==> src/rtl/exe_stage.sv <==
// exe_stage: execute stage of the pipelined core.
// Operand forwarding, ALU, NZCV flags register, ARM condition evaluation,
// and the EX/MEM pipeline register with stall/flush handling.
// Optional build macro: EXE_FORWARD_EN enables the forwarding muxes. When it
// is undefined, ForwardAE/ForwardBE/ResultW are ignored.
module exe_stage (
  input  logic        clk,
  input  logic        reset,
  input  logic [31:0] RD1E,
  input  logic [31:0] RD2E,
  input  logic [31:0] ExtImmE,
  input  logic [3:0]  WA3E,
  input  logic        PCSrcE,
  input  logic        RegWriteE,
  input  logic        MemtoRegE,
  input  logic        MemWriteE,
  input  logic        ALUSrcE,
  input  logic        FlagWriteE,
  input  logic [2:0]  ALUControlE,
  input  logic [3:0]  CondE,
  input  logic [1:0]  ForwardAE,
  input  logic [1:0]  ForwardBE,
  input  logic [31:0] ResultW,
  input  logic        StallM,
  input  logic        FlushM,
  output logic [31:0] ALUResultM,
  output logic [31:0] WriteDataM,
  output logic [3:0]  WA3M,
  output logic        PCSrcM,
  output logic        RegWriteM,
  output logic        MemtoRegM,
  output logic        MemWriteM,
  output logic [3:0]  FlagsOut,
  output logic        CondExE
);

  function automatic logic [31:0] fwd_sel(input logic [1:0] sel, input logic [31:0] reg_val,
                                          input logic [31:0] mem_val, input logic [31:0] wb_val);
    case (sel)
      2'b10:   return mem_val;
      2'b01:   return wb_val;
      default: return reg_val;
    endcase
  endfunction

  function automatic logic cond_pass(input logic [3:0] cond, input logic [3:0] nzcv);
    logic n, z, c, v;
    {n, z, c, v} = nzcv;
    case (cond)
      4'b0000: return z;
      4'b0001: return !z;
      4'b0010: return c;
      4'b0011: return !c;
      4'b0100: return n;
      4'b0101: return !n;
      4'b0110: return v;
      4'b0111: return !v;
      4'b1000: return c && !z;
      4'b1001: return !c || z;
      4'b1010: return n == v;
      4'b1011: return n != v;
      4'b1100: return !z && (n == v);
      4'b1101: return z || (n != v);
      default: return 1'b1;
    endcase
  endfunction

  logic signed [31:0] src_a_p0;
  logic signed [31:0] write_data_p0;
  logic signed [31:0] src_b_p0;
  logic signed [31:0] b_op_p0;
  logic signed [31:0] alu_res_p0;
  logic        [32:0] sum_p0;
  logic               sub_p0;
  logic               ovf_p0;
  logic               c_p0;
  logic               v_p0;
  logic        [3:0]  alu_flags_p0;

  logic [3:0]  flags_q, flags_d;
  logic [31:0] alu_result_q, alu_result_d;
  logic [31:0] write_data_q, write_data_d;
  logic [3:0]  wa3_q, wa3_d;
  logic        pcsrc_q, pcsrc_d;
  logic        reg_write_q, reg_write_d;
  logic        memto_reg_q, memto_reg_d;
  logic        mem_write_q, mem_write_d;

`ifdef EXE_FORWARD_EN
  // Operand selection with forwarding from the MEM register and writeback
  always_comb begin
    src_a_p0      = fwd_sel(ForwardAE, RD1E, alu_result_q, ResultW);
    write_data_p0 = fwd_sel(ForwardBE, RD2E, alu_result_q, ResultW);
    src_b_p0      = ALUSrcE ? ExtImmE : write_data_p0;
  end
`else
  logic unused_fwd;
  assign unused_fwd = ^{ForwardAE, ForwardBE, ResultW};

  // Operand selection straight from the register file; hazards are stalled
  always_comb begin
    src_a_p0      = RD1E;
    write_data_p0 = RD2E;
    src_b_p0      = ALUSrcE ? ExtImmE : write_data_p0;
  end
`endif

  // ALU: subtraction is A + ~B + 1 so carry-out means "no borrow"
  always_comb begin
    sub_p0     = (ALUControlE == 3'b001) || (ALUControlE == 3'b110);
    b_op_p0    = sub_p0 ? ~src_b_p0 : src_b_p0;
    sum_p0     = {1'b0, src_a_p0} + {1'b0, b_op_p0} + {32'b0, sub_p0};
    ovf_p0     = (src_a_p0[31] == b_op_p0[31]) && (sum_p0[31] != src_a_p0[31]);
    alu_res_p0 = '0;
    c_p0       = flags_q[1];
    v_p0       = flags_q[0];
    case (ALUControlE)
      3'b000, 3'b001, 3'b110: begin
        alu_res_p0 = sum_p0[31:0];
        c_p0       = sum_p0[32];
        v_p0       = ovf_p0;
      end
      3'b010:  alu_res_p0 = src_a_p0 & src_b_p0;
      3'b011:  alu_res_p0 = src_a_p0 | src_b_p0;
      3'b100:  alu_res_p0 = src_a_p0 ^ src_b_p0;
      3'b101:  alu_res_p0 = src_b_p0;
      default: alu_res_p0 = '0;
    endcase
    alu_flags_p0 = {alu_res_p0[31], (alu_res_p0 == 32'sd0), c_p0, v_p0};
  end

  assign CondExE = cond_pass(CondE, flags_q);

  // Flags update: only a condition-passing, non-stalled, non-flushed instruction
  always_comb begin
    flags_d = flags_q;
    if (FlagWriteE && CondExE && !StallM && !FlushM)
      flags_d = alu_flags_p0;
  end

  // EX/MEM next state: flush beats stall, stall holds, otherwise capture
  always_comb begin
    alu_result_d = alu_result_q;
    write_data_d = write_data_q;
    wa3_d        = wa3_q;
    pcsrc_d      = pcsrc_q;
    reg_write_d  = reg_write_q;
    memto_reg_d  = memto_reg_q;
    mem_write_d  = mem_write_q;
    if (FlushM) begin
      alu_result_d = '0;
      write_data_d = '0;
      wa3_d        = '0;
      pcsrc_d      = 1'b0;
      reg_write_d  = 1'b0;
      memto_reg_d  = 1'b0;
      mem_write_d  = 1'b0;
    end else if (!StallM) begin
      alu_result_d = alu_res_p0;
      write_data_d = write_data_p0;
      wa3_d        = WA3E;
      pcsrc_d      = PCSrcE & CondExE;
      reg_write_d  = RegWriteE & CondExE;
      memto_reg_d  = MemtoRegE;
      mem_write_d  = MemWriteE & CondExE;
    end
  end

  // ---- EX / MEM stage boundary ----
  // State registers; reset overrides stall and flush
  always_ff @(posedge clk) begin
    if (reset) begin
      flags_q      <= '0;
      alu_result_q <= '0;
      write_data_q <= '0;
      wa3_q        <= '0;
      pcsrc_q      <= 1'b0;
      reg_write_q  <= 1'b0;
      memto_reg_q  <= 1'b0;
      mem_write_q  <= 1'b0;
    end else begin
      flags_q      <= flags_d;
      alu_result_q <= alu_result_d;
      write_data_q <= write_data_d;
      wa3_q        <= wa3_d;
      pcsrc_q      <= pcsrc_d;
      reg_write_q  <= reg_write_d;
      memto_reg_q  <= memto_reg_d;
      mem_write_q  <= mem_write_d;
    end
  end

  assign FlagsOut   = flags_q;
  assign ALUResultM = alu_result_q;
  assign WriteDataM = write_data_q;
  assign WA3M       = wa3_q;
  assign PCSrcM     = pcsrc_q;
  assign RegWriteM  = reg_write_q;
  assign MemtoRegM  = memto_reg_q;
  assign MemWriteM  = mem_write_q;

endmodule

==> config.mk <==
export PLATFORM = sky130hd
export DESIGN_NAME = exe_stage
export DESIGN_NICKNAME = d
export VERILOG_FILES = /design/src/rtl/exe_stage.sv
export SDC_FILE = /design/constraint.sdc
export NUM_CORES = 1
export LEC_CHECK = 0
export BUFFER_PORTS_ARGS = -buffer_cell sky130_fd_sc_hd__buf_4
export CAP_MARGIN = 10
export CORE_UTILIZATION = 55
export CTS_CLUSTER_SIZE = 24
export DETAILED_ROUTE_END_ITERATION = 12
export PLACE_DENSITY = 0.84
export SYNTH_ARGS = -nofsm -noshare
export SYNTH_HDL_FRONTEND = slang
export SYNTH_SLANG_ARGS = --single-unit
==> constraint.sdc <==
create_clock -name clk -period 11.5 [get_ports clk]
set_input_delay 0.575 -clock clk [delete_from_list [all_inputs] [get_ports clk]]
set_output_delay 0.575 -clock clk [all_outputs]
set_load 0.02 [all_outputs]
After elaboration in Yosys (flattened, before gate mapping)
Index checks and enable logic that the tools add are counted.

Add/sub/neg operators: 2. Reduce and logical (&&, ||, !) cells: 21. Equality and inequality tests: 23. Multiplexer cells: 4. Bitwise logic cells: 7.

Operator list (number): $pmux 32 s5 (1); $mux 32 (2); $add 32x32->33 (1); $add 33x1->33 (1); $and 32x32->32 (1); $logic_not 32->1 (1); $not 32->32 (1); $or 32x32->32 (1); $xor 32x32->32 (1); $eq 4x4->1 const B (6); $eq 4x3->1 const B (4); $pmux 1 s14 (1); $eq 3x3->1 const B (3); $eq 4x2->1 const B (2); $eq 3x2->1 const B (2); $logic_and 1x1->1 (6); $logic_not 1->1 (6); $eq 4x1->1 const B (1); $logic_not 4->1 (1); $and 1x1->1 (3); $eq 3x1->1 const B (1); $logic_not 3->1 (1); $logic_or 1x1->1 (3); $reduce_or 3->1 (1); other kinds (4) (6).

Input bits: 153. Word-level logic and storage cells: 66. Register bits after elaboration: 76.

Logic depth before layout (Yosys ltp)
Depth in word-level cells: 7. Depth in mapped cells: 22. Gate-level depth less buffers: 15.

Worst setup path before layout
Ideal clock, no wire load.

Path type: input to register. Start: input ALUControlE[0]. End: register flags_q[2] (netlist: FlagsOut[2]). Required time: 11441 ps. Stages: 21. Library setup time: 59 ps. Path slack: 5711 ps. Arrival time: 5729 ps. Cells stage by stage: buf_2 clkbuf_1 clkbuf_1 clkbuf_1 clkbuf_1 buf_2 a21oi_1 clkbuf_1 xnor2_1 ha_1 buf_2 nand4_1 or3_1 o32a_2 a211oi_1 o22ai_2 xnor2_1 a2111o_1 or4_1 or4_1 nand2_1.

Longest elaborated chain between the ends: 7. Elaborated cells on any way between the ends: 14.

RTL lines: start: declaration (RTL line 19) `input logic [2:0] ALUControlE,`; $eq 3x1->1 / $eq 3x3->1 (equally long branches) (RTL line 110, 117); $logic_or 1x1->1 (RTL line 110) `sub_p0 = (ALUControlE == 3'b001) || (ALUControlE == 3'b110);`; $mux 32 (RTL line 111) `b_op_p0 = sub_p0 ? ~src_b_p0 : src_b_p0;`; $add 32x32->33 (RTL line 112) `sum_p0 = {1'b0, src_a_p0} + {1'b0, b_op_p0} + {32'b0, sub_p0};`; $add 33x1->33 (RTL line 112); $pmux 32 s5 * (RTL line 117) `case (ALUControlE)`; $logic_not 32->1 * (RTL line 129) `alu_flags_p0 = {alu_res_p0[31], (alu_res_p0 == 32'sd0), c_p0, v_p0};`; end signal: assignment (RTL line 182) `flags_q <= flags_d;`; end: declaration (RTL line 80) `logic [3:0] flags_q, flags_d;`.

Mark *: on every way between the ends. The rest lies on a longest branch, timed or not. A chain may end at the register's enable or synchronous reset.

Worst setup path after layout
Ends and elaborated chain as after synthesis.

==> metrics list <==
- Entering global routing, the biggest net connects roughly 100 pins.
- Summing every instance area after synthesis gives ~0.008 mm2.
- #FFs+latches synth: 76
- Clock skew on the completed layout was measured at ~0.0012 ns.
- Final wirelength: 22,790 um
- Die H: around 120 um
- Post-Synth Adder-Cell Area: between 10% and 20%
- Ranked by instance count, the synthesized netlist is headed by sky130_fd_sc_hd__nor2_1 (120), sky130_fd_sc_hd__ha_1 (98), sky130_fd_sc_hd__a21oi_1 (83).
* DRC marker count from the first detailed-route iteration: between 700 and 800
- IR analysis of the VDD net gives a maximum drop of 0.00008267 V.
- Final GP Congestion: approximately 0.95
- The number of hold violations in the final report is 0.
- Logic pwr share: 45.3%
- Aggregate negative setup slack: 0 ns
- CTS Root Cell: sky130_fd_sc_hd__clkbuf_16
- Post-CTS Hold Buffers: 0
- Detailed placement ended at an HPWL of about 17,000 um.
* Yosys top cell area share: approximately 20%
- Number of sinks handled by clock tree synthesis: 76
- Proportion of register bits with asynchronous set or reset after synthesis: 0%
- CTS built an H-tree with a depth of 3.
* Fmax achieved: roughly 170 MHz
- 230 I/O pins were placed.
- Number of global-route vias before repair: ~7.4k
* Vias per cell: between 6 and 7
* Compound-cell area share of the yosys netlist: about a quarter
- TritonCTS built the clock tree.
- In this run the worst hold path is classified as in2reg.
* Area inside the core boundary: between 0.01 and 0.015 mm2
- STA puts the critical path data required time at roughly 12 ns.
- Post-Synthesis Mean Instance Area: just under 8 um2
* Number of failing setup endpoints in the final timing report: 0
- The flow ran to the end, and the final reports show no timing, DRC or antenna violations.
* Slew HR: between 20% and 30%
- STA classifies the critical path endpoint as a flip-flop.
* Synth Area in Simple Gates: between 10% and 20%
- The post-route netlist has 21.06% of its cells at a drive strength greater than 1.
- The clock passes through at most 2 buffers.
- Most used cell, CP: sky130_fd_sc_hd__buf_4
* Count of flip-flops with a built-in enable after synthesis: 0
- The filler cells instantiated in the layout total between 1k and 1.5k.
- RSZ-0062 raised after global routing: no
- Sequential fraction of design power: between 20% and 30%
* CTS resizes: 0
* Xor/xnor cell area share of the yosys netlist: 4.925%
- By startpoint and endpoint, the worst setup path is classified as in2reg.
- Final cell area excluding filler cells: between 0.009 and 0.01 mm2
- For this design the ratio of total power to cell area is ~110 mW/mm2.
- The final layout contains about 1.4k nets.
- Count of inserted antenna diode cells: 0
- Of the post-synthesis cell area, the part taken by muxes is a little over a tenth.
- Total die area: around 0.015 mm2
- Worst hold margin: between 0.4 and 0.5 ns
- Crit path largest cell delay: ~0.67 ns
- Slowest cell on crit path: sky130_fd_sc_hd__buf_4
- Largest family of logic cells by synthesized area: compound AO/OA/AOI/OAI gates
- Summed over all instances, the cell type with the most area after synthesis is sky130_fd_sc_hd__dfxtp_1.
* Bufs and invs on worst path: 2
- Along the worst path, the maximum fanout reaches 98.
- Data arrival time of the critical path: between 6 and 7 ns
- The routed layout has between 8k and 9k vias.
* Static leakage: ~4.6 nW
- In this run the post-CTS setup repair buffer count came out at 0.
* Final Total Pwr: 0.001033 W
* Cell-by-cell trace of the critical path: buf_4 > and3b_1 > a21oi_4 > buf_4 > xnor2_1 > ha_1 > a21oi_1 > o211ai_1 > a41o_1 > a2111oi_0 > o21bai_1 > nor4b_1 > nor3_1 > nand4_1 > or4_1 > nand2_1
* Initial antenna violation count: 0
* Number of violations of the max-capacitance limit: 0
- Number of detailed-routing iterations run before antenna repair: 5
- In this run the horizontal extent of the chip is 121.3 um.
- Most frequent cell after synthesis: sky130_fd_sc_hd__nor2_1
* Starting utilization of the core area: between 50% and 60%
- Total placed instance area: between 0.009 and 0.01 mm2
* Skew-Pair Late Insertion Delay: between 0.3 and 0.4 ns
- Final antenna-violating net count: 0
- Sequential elements use slightly below 20% of the synthesized area.
* Syn. warnings: 0
* Routed wirelength normalized by instance count: about 17 um
* Transition time at the pin with the least slew margin: between 1 and 1.5 ns
- Total global-route track usage: about 31%
* Design internal power: a little over 0.0006 W
* Prevailing post-synth register cell: sky130_fd_sc_hd__dfxtp_1
- The initialized floorplan defines 43 standard-cell rows.
- Clock-pin slew of the registers on the worst-case setup and hold paths: around 0.06 ns
* Wire length of the first global-routing pass: between 30,000 and 40,000 um
- The final number of max-transition violations is 0.
- On the critical path the largest part of the delay comes from compound AO/OA/AOI/OAI gates.
* Post-route worst setup slack: 5.596 ns
* DRC viols: 0
- Category of the worst setup path launch point: primary input
* Share of total power in the clock network: 27.6%
- Share of the clock period used by the worst path after layout: 51.34%
- Sw Share: 40.44%
* Cell types with the largest area share after synthesis: sky130_fd_sc_hd__dfxtp_1 (19%), sky130_fd_sc_hd__ha_1 (16%), sky130_fd_sc_hd__mux2i_1 (9.0%), sky130_fd_sc_hd__nor2_1 (5.8%), sky130_fd_sc_hd__a21oi_1 (5.3%)
- Count of different cell masters after synthesis: 71
- Layout Area Growth over Synthesis: 22.82%
* Net Sw Power: 0.0004178 W
- Synthesis produced a netlist with a net count of 1,265.
- Leftover overflow at the end of global routing: 0
- Number of CTS-inserted buffers: 9
- After technology mapping, the gate count stands at approximately 1k.
- Worst slack, placed: around 5.5 ns
* Total of buffers placed on input and output ports: ~190
- Clock period minus final worst setup slack: slightly below 6 ns
path summary, 6_finish.rpt:
| path | start | end | cells after the start | slack [ns] |
|---|---|---|---|---|
| min reg2reg | ALUResultM[29] | ALUResultM[29] | 2 | 0.47 |
| min | reset | FlagsOut[0] | 2 | 0.45 |
| max | ALUControlE[0] | FlagsOut[2] | 16 | 5.60 |
| max reg2reg | FlagsOut[0] | FlagsOut[2] | 10 | 8.12 |
stage by stage:
stage	util (%)	std cells
floorplan	-	1013
global placement	67.20	1332
detailed placement	67.20	1332
CTS	69.24	1348
global route	69.24	1348
finish	69.24	1348
registers in the layout, indices dropped and copies added, names as in the netlist:
name / count
ALUResultM: 32
WriteDataM: 32
FlagsOut: 4
WA3M: 4
MemWriteM: 1
MemtoRegM: 1
PCSrcM: 1
RegWriteM: 1
placed cells by master, fill, tap and decap left out, types with 10 or more instances in the layout:
cell                         n
sky130_fd_sc_hd__a221o_1    10
sky130_fd_sc_hd__o211ai_1   11
sky130_fd_sc_hd__nor2_1    120
sky130_fd_sc_hd__nand3_1    15
sky130_fd_sc_hd__o21a_1     11
sky130_fd_sc_hd__nand2b_1   14
sky130_fd_sc_hd__xnor2_1    40
sky130_fd_sc_hd__nand2_1    60
sky130_fd_sc_hd__a211oi_1   14
sky130_fd_sc_hd__nor3_1     11
sky130_fd_sc_hd__inv_1      75
sky130_fd_sc_hd__ha_1       98
sky130_fd_sc_hd__a21oi_1    82
sky130_fd_sc_hd__o22ai_1    10
sky130_fd_sc_hd__buf_4     203
sky130_fd_sc_hd__dfxtp_1    76
sky130_fd_sc_hd__nor2b_1    10
sky130_fd_sc_hd__o221ai_1   11
sky130_fd_sc_hd__nand4_1    17
sky130_fd_sc_hd__mux2i_1    70
sky130_fd_sc_hd__o21ai_0    44
layer usage:
metal	up-vias	global-route usage [%]	routed length, um
li1	3963	-	-
met1	3794	41.81	10240
met2	302	50.53	10390
met3	44	4.652	1578
met4	0	11.96	588
met5	-	0	0
power groups by stage:
stage,Clock (W),Combinational [W],Sequential [W]
after floorplan,0,0.000311,0.000298
after global placement,0,0.000448,0.000285
after detailed placement,0,0.000456,0.000286
after CTS,0.000286,0.000460,0.000280
after global routing,0.000297,0.000515,0.000281
final,0.000285,0.000468,0.000280
area by class of cell:
class | count | area [um2] | share of cell area (%)
Multi-Input combinational cell | 796 | 5768 | 60.02
Clock buffer | 9 | 225.2 | 2.343
Tap cell | 180 | 225.2 | 2.343
Clock inverter | 7 | 57.56 | 0.5989
Sequential cell | 76 | 1521 | 15.83
Timing Repair Buffer | 203 | 1524 | 15.86
Inverter | 77 | 289.0 | 3.007
cells by family (layout without fill, tap and decap cells):
logic type / after synthesis / after routing
simple gates: 292 / 292
xor+xnor: 44 / 44
flops: 76 / 76
fa+ha+maj: 99 / 99
compound gates: 282 / 282
mux: 79 / 79
buf+inv: 141 / 296
worst reg2reg max path, delay by kind of cell (launching register included):
family / cells / cell delay, ns
flip-flops: 1 / 0.36
AND/OR/NAND/NOR: 6 / 1.64
multiplexers: 1 / 0.49
AO/OA/AOI/OAI: 3 / 0.83
No activity file was read; power rests on OpenSTA's default activity.
